$ cat src/rtl/seq_pkg.sv
// Shared types and constants for the Y86-64 SEQ stage sequencer:
// the stage state, processor status codes, icode values and the memory-path decode.
package seq_pkg;

    typedef enum logic [2:0] {
        IDLE,
        FETCH,
        DECODE,
        EXECUTE,
        MEMORY,
        WRITEBACK,
        PCUPDATE,
        HALT
    } state_t;

    localparam logic [2:0] STAT_AOK = 3'd1;
    localparam logic [2:0] STAT_HLT = 3'd2;
    localparam logic [2:0] STAT_ADR = 3'd3;
    localparam logic [2:0] STAT_INS = 3'd4;

    localparam logic [3:0] ICODE_HALT   = 4'h0;
    localparam logic [3:0] ICODE_NOP    = 4'h1;
    localparam logic [3:0] ICODE_RRMOVQ = 4'h2;
    localparam logic [3:0] ICODE_IRMOVQ = 4'h3;
    localparam logic [3:0] ICODE_RMMOVQ = 4'h4;
    localparam logic [3:0] ICODE_MRMOVQ = 4'h5;
    localparam logic [3:0] ICODE_OPQ    = 4'h6;
    localparam logic [3:0] ICODE_JXX    = 4'h7;
    localparam logic [3:0] ICODE_CALL   = 4'h8;
    localparam logic [3:0] ICODE_RET    = 4'h9;
    localparam logic [3:0] ICODE_PUSHQ  = 4'hA;
    localparam logic [3:0] ICODE_POPQ   = 4'hB;

    // Instructions that touch data memory (loads, stores and stack traffic).
    function automatic logic needs_mem(input logic [3:0] ic);
        logic result;
        result = 1'b0;
        case (ic)
            ICODE_RMMOVQ, ICODE_MRMOVQ, ICODE_CALL,
            ICODE_RET, ICODE_PUSHQ, ICODE_POPQ:  result = 1'b1;
            ICODE_HALT, ICODE_NOP, ICODE_RRMOVQ,
            ICODE_IRMOVQ, ICODE_OPQ, ICODE_JXX:  result = 1'b0;
            default:                             result = 1'b0;
        endcase
        return result;
    endfunction

endpackage

$ cat src/rtl/seq_mem_wait_timer.sv
// Counts consecutive data-memory wait cycles and flags the cycle in which
// the MEM_TIMEOUT-th wait occurs; MEM_TIMEOUT = 0 disables the timer.
module seq_mem_wait_timer #(
    parameter int MEM_TIMEOUT = 16
) (
    input  logic clk,
    input  logic rst,
    input  logic clear,
    input  logic en,
    output logic expire
);

    generate
        if (MEM_TIMEOUT == 0) begin : g_off
            assign expire = 1'b0;
        end else begin : g_on
            localparam int CW = (MEM_TIMEOUT > 1) ? $clog2(MEM_TIMEOUT) : 1;

            logic [CW-1:0] cnt_reg;

            // Expiry looks at the count before this cycle's increment, so it
            // fires on the wait cycle that brings the total to MEM_TIMEOUT.
            assign expire = en && (cnt_reg == CW'(MEM_TIMEOUT - 1));

            always_ff @(posedge clk) begin
                if (rst || clear) begin
                    cnt_reg <= '0;
                end else if (en && !expire) begin
                    cnt_reg <= cnt_reg + 1'b1;
                end
            end
        end
    endgenerate

endmodule

$ cat src/rtl/seq_stage_ctrl.sv
// Multi-cycle stage sequencer for the Y86-64 SEQ datapath: one stage enable per cycle.
// Define SEQ_CTRL_PERF_EN to add the saturating cycle_cnt / instr_cnt performance counters.
module seq_stage_ctrl
    import seq_pkg::*;
#(
    parameter int MEM_TIMEOUT = 16
`ifdef SEQ_CTRL_PERF_EN
    ,
    parameter int CNT_W = 32
`endif
) (
    input  logic       clk,
    input  logic       rst,
    input  logic       run,
    input  logic [3:0] icode,
    input  logic       instr_valid,
    input  logic       imem_error,
    output logic       dmem_req,
    input  logic       dmem_ready,
    input  logic       dmem_error,
    output logic       fetch_en,
    output logic       decode_en,
    output logic       exec_en,
    output logic       mem_en,
    output logic       wb_en,
    output logic       pc_en,
    output logic [2:0] stat,
    output logic       halted,
    output logic       retired
`ifdef SEQ_CTRL_PERF_EN
    ,
    output logic [CNT_W-1:0] cycle_cnt,
    output logic [CNT_W-1:0] instr_cnt
`endif
);

    state_t     state_reg;
    logic [3:0] icode_q_reg;
    logic [2:0] stat_reg;
    logic       retired_reg;
    logic       mem_wait;
    logic       mem_clear;
    logic       mem_expire;

    assign mem_wait  = (state_reg == MEMORY) && !dmem_ready;
    assign mem_clear = (state_reg != MEMORY) || dmem_ready;

    seq_mem_wait_timer #(
        .MEM_TIMEOUT(MEM_TIMEOUT)
    ) u_timer (
        .clk   (clk),
        .rst   (rst),
        .clear (mem_clear),
        .en    (mem_wait),
        .expire(mem_expire)
    );

    always_ff @(posedge clk) begin
        if (rst) begin
            state_reg   <= IDLE;
            icode_q_reg <= ICODE_HALT;
            stat_reg    <= STAT_AOK;
            retired_reg <= 1'b0;
        end else begin
            retired_reg <= 1'b0;
            case (state_reg)
                IDLE: begin
                    if (run) state_reg <= FETCH;
                end
                FETCH: begin
                    icode_q_reg <= icode;
                    if (imem_error) begin
                        stat_reg  <= STAT_ADR;
                        state_reg <= HALT;
                    end else if (!instr_valid) begin
                        stat_reg  <= STAT_INS;
                        state_reg <= HALT;
                    end else if (icode == ICODE_HALT) begin
                        // halt itself retires; the pulse lands in the first HALT cycle
                        stat_reg    <= STAT_HLT;
                        retired_reg <= 1'b1;
                        state_reg   <= HALT;
                    end else begin
                        state_reg <= DECODE;
                    end
                end
                DECODE: state_reg <= EXECUTE;
                EXECUTE: begin
                    state_reg <= needs_mem(icode_q_reg) ? MEMORY : WRITEBACK;
                end
                MEMORY: begin
                    if (dmem_ready) begin
                        if (dmem_error) begin
                            stat_reg  <= STAT_ADR;
                            state_reg <= HALT;
                        end else begin
                            state_reg <= WRITEBACK;
                        end
                    end else if (mem_expire) begin
                        stat_reg  <= STAT_ADR;
                        state_reg <= HALT;
                    end
                end
                WRITEBACK: begin
                    // Registered so the pulse coincides with pc_en
                    retired_reg <= 1'b1;
                    state_reg   <= PCUPDATE;
                end
                PCUPDATE: state_reg <= run ? FETCH : IDLE;
                HALT:     state_reg <= HALT;
                default:  state_reg <= IDLE;
            endcase
        end
    end

    assign fetch_en  = (state_reg == FETCH);
    assign decode_en = (state_reg == DECODE);
    assign exec_en   = (state_reg == EXECUTE);
    assign mem_en    = (state_reg == MEMORY);
    assign wb_en     = (state_reg == WRITEBACK);
    assign pc_en     = (state_reg == PCUPDATE);
    assign dmem_req  = (state_reg == MEMORY);
    assign halted    = (state_reg == HALT);
    assign stat      = stat_reg;
    assign retired   = retired_reg;

`ifdef SEQ_CTRL_PERF_EN
    logic [CNT_W-1:0] cycle_cnt_reg;
    logic [CNT_W-1:0] instr_cnt_reg;

    always_ff @(posedge clk) begin
        if (rst) begin
            cycle_cnt_reg <= '0;
            instr_cnt_reg <= '0;
        end else begin
            if ((state_reg != IDLE) && (state_reg != HALT) && !(&cycle_cnt_reg)) begin
                cycle_cnt_reg <= cycle_cnt_reg + 1'b1;
            end
            if (retired_reg && !(&instr_cnt_reg)) begin
                instr_cnt_reg <= instr_cnt_reg + 1'b1;
            end
        end
    end

    assign cycle_cnt = cycle_cnt_reg;
    assign instr_cnt = instr_cnt_reg;
`endif

endmodule

$ cat config.mk
export PLATFORM = sky130hd
export DESIGN_NAME = seq_stage_ctrl
export DESIGN_NICKNAME = d
export VERILOG_FILES = /design/src/rtl/seq_pkg.sv /design/src/rtl/seq_mem_wait_timer.sv /design/src/rtl/seq_stage_ctrl.sv
export SDC_FILE = /design/constraint.sdc
export NUM_CORES = 1
export LEC_CHECK = 0
export ABC_AREA = 1
export ABC_CLOCK_PERIOD_IN_PS = 4800
export BUFFER_PORTS_ARGS = -buffer_cell sky130_fd_sc_hd__buf_4
export CAP_MARGIN = 10
export CORE_MARGIN = 2
export CORE_UTILIZATION = 35
export CTS_BUF_LIST = sky130_fd_sc_hd__clkbuf_4 sky130_fd_sc_hd__clkbuf_8 sky130_fd_sc_hd__clkbuf_16
export DETAILED_ROUTE_END_ITERATION = 6
export GPL_ROUTABILITY_DRIVEN = 1
export PLACE_DENSITY = 0.55
export SLEW_MARGIN = 20
export SYNTH_ARGS = -nofsm -noshare
export SYNTH_HDL_FRONTEND = slang
export SYNTH_HIERARCHICAL = 1
export SYNTH_SLANG_ARGS = --single-unit
$ cat constraint.sdc
create_clock -name clk -period 4.8 [get_ports clk]
set_clock_uncertainty 0.1 [all_clocks]
set_input_delay 0.96 -clock clk [delete_from_list [all_inputs] [get_ports clk]]
set_output_delay 0.96 -clock clk [all_outputs]
set_load 0.02 [all_outputs]
==> results by group <==
Logic synthesis
  • Avg Cell Area, Syn: 6.37 µm²
  • Synth Cell Area: 822 µm²
  • #FFs+latches synth: 15
  • Sequential area share after synthesis: 36.5%
  • Synth top area share: 36.5%
  • Warnings, synthesis: 6
  • Largest area contributor in the synthesized netlist: dfxtp_1
  • Syn_nets: 141
  • Largest cells by area after synthesis: dfxtp_1 37%, nand2_1 13%, nor2_1 11%
  • Post-Synthesis Cells: 129
  • Yosys cell types: 21

Drt
  • First DRT Iteration DRCs: 8
  • Routed wire length: 1.83 mm
  • Antenna Nets Post-Route: 0
  • Drt drc: 0
  • Via count: 838
  • Average via count per standard cell: 4.63
  • Routed WL per cell: 10.1 µm
  • TritonRoute pass-1 iters: 4

Clock network
  • Post-CTS sizing: 0
  • Clock Latency Late Sink: 280 ps
  • CTS Buf Count: 3
  • Longest Clk Path Bufs: 2
  • Hold_buf cts: 0
  • Sink Count: 15
  • Post-CTS Setup Repair Bufs: 0
  • Clk pin slew, worst setup/hold paths: 90 ps
  • Root buffer cell: clkbuf_4
  • CTS tree: yes
  • Total number of H-tree levels: 1

STA
  • Final setup viols: 0
  • Fmax: 0.421 GHz
  • Max-slew violation count: 0
  • Final TNS setup: 0 ps
  • Tcrit/Tclk final: 49.5%
  • Slew @ Worst Pin: 396 ps
  • Hold Fails Final Rpt: 0
  • Fin crit period: 2370 ps
  • Slew headroom: 73.6%
  • Worst setup margin: 2430 ps
  • RSZ-0062 raised after global routing: no

Layout
  • Fillcell total: 253
  • Finished Layout Cells: 181
  • Ratio of cells with drive above 1 in the final layout: 25.5%
  • P&R area growth vs syn: 26.2%
  • Diodes inserted: 0
  • Final nets: 166
  • Largest register FFs: 4
  • Post-route cell area: 1040 µm²

Setup path
  • Crit end category: output port
  • Crit path max fanout: 9
  • Slowest cell on crit path: dfxtp_1
  • Crit path max-delay family: flip-flops
  • Peak per-stage delay on the critical path: 570 ps
  • Critical Path RT: 3740 ps
  • Reg2Reg Setup Slack: 2880 ps
  • Critical path cell sequence: inv_2, nor2_1, buf_4
  • CP startpoint kind: flop
  • Setup CP Type: flop to output port
  • Crit path DAT: 1310 ps
  • Worst path bufs/invs: 2

Place
  • DP Worst Slack: 2540 ps
  • Port Buffer Count: 22
  • Placed Area: 1010 µm²
  • GPL Wtd Cong: 0.817
  • Placed cells: 177
  • Final HPWL DP: 1.46 mm

Floorplan
  • Chip width: 52.5 µm
  • Die H: 52.5 µm
  • Die area: 2750 µm²
  • Top Ports: 23
  • Row count: 17
  • Initial Util: 37.2%
  • Core area: 2210 µm²

GRT
  • Gr usage total: 14.7%
  • GRT overflow: 0
  • Vias in the first global route: 718
  • First-pass GRT wire length: 2.99 mm
  • Largest net degree at the start of global routing: 10
  • Antenna violations before repair: 0

Power and ir drop
  • LEAKAGE: 0.510 nW
  • VDD IR-drop max: 0.202 mV
  • PwrDens: 527 nW/µm²

Run status
  • Status: finished clean

Job
  • Max-cap violation count: 0

Worst hold path
  • Min-Delay Path Class: flop to flop
## worst register-to-register path, cell delays in order (launching register included)
cell and delay [ps]:
dfxtp_1 570, nand2_1 180, nor2_1 290, inv_1 70
nor2_1 100, inv_1 40, nand4_1 160, nand3_1 150
nand2_1 90, inv_1 40, nor2_1 80
## kinds of logic (layout without fill, tap and decap cells)
logic type	Yosys count	count (layout)	synth area share [%]
compound gates	12	12	7.91
flops	15	15	36.5
fa+ha+maj	1	1	1.52
buf+inv	23	47	11.4
simple gates	78	78	42.6
## Yosys cell counts (all sizes together)
library cell	instances
a21oi	3
o21ai	7
a31oi	1
a41oi	1
nand4	2
nand2	32
nand3	10
ha	1
inv	21
dfxtp	15
nor2	29
or2	1
nor3	3
nand3b	1
buf	2
## per-stage QoR
step / util [%] / power [mW] / hold WS [ps]
floorplan: - / 0.390 / 391
global placement: 45.5 / 0.470 / 364
finish: 46.9 / 0.546 / 381
CTS: 46.9 / 0.552 / 385
global route: 46.9 / 0.595 / 396
detailed placement: 45.5 / 0.473 / 370
## power breakdown
part / leakage (nW) / switching (mW) / internal (mW)
combinational: 0.369 / 0.171 / 0.104
clock: 0.0184 / 0.0400 / 0.0378
sequential: 0.123 / 0.0322 / 0.161
## metal layers
layer | wire length, µm | global-route usage (%)
met1 | 820 | 18.3
met5 | 0 | 0
met3 | 62 | 2.57
met4 | 18 | 6.84
met2 | 927 | 24.4
## layout make-up
cell class	count	area, µm²	area share, %
inverters	21	78.8	7.60
clock buffers	4	30.0	2.90
well taps	28	35.0	3.38
repair buffers	22	165	15.9
flip-flops and latches	15	300	29.0
multi-input cells	91	428	41.3
## placed cells by master (no fill, tap or decap), drive strengths merged
cell type and instances:
nand3b 1, nand3 10, clkbuf 4, a21oi 3, a31oi 1, inv 21
dfxtp 15, nand2 32, buf 22, nand4 2, o21ai 7, a41oi 1
nor3 3, nor2 29, ha 1, or2 1
## worst paths after layout
check | to | from | depth (start not counted)
worst min register to register | stat[2] | stat[2] | 2
worst max-delay path | pc_en | state_reg[2] | 3
worst max register to register | stat[1] | state_reg[2] | 10
worst min-delay path | stat[2] | stat[2] | 2
No activity file was read; power rests on OpenSTA's default activity.
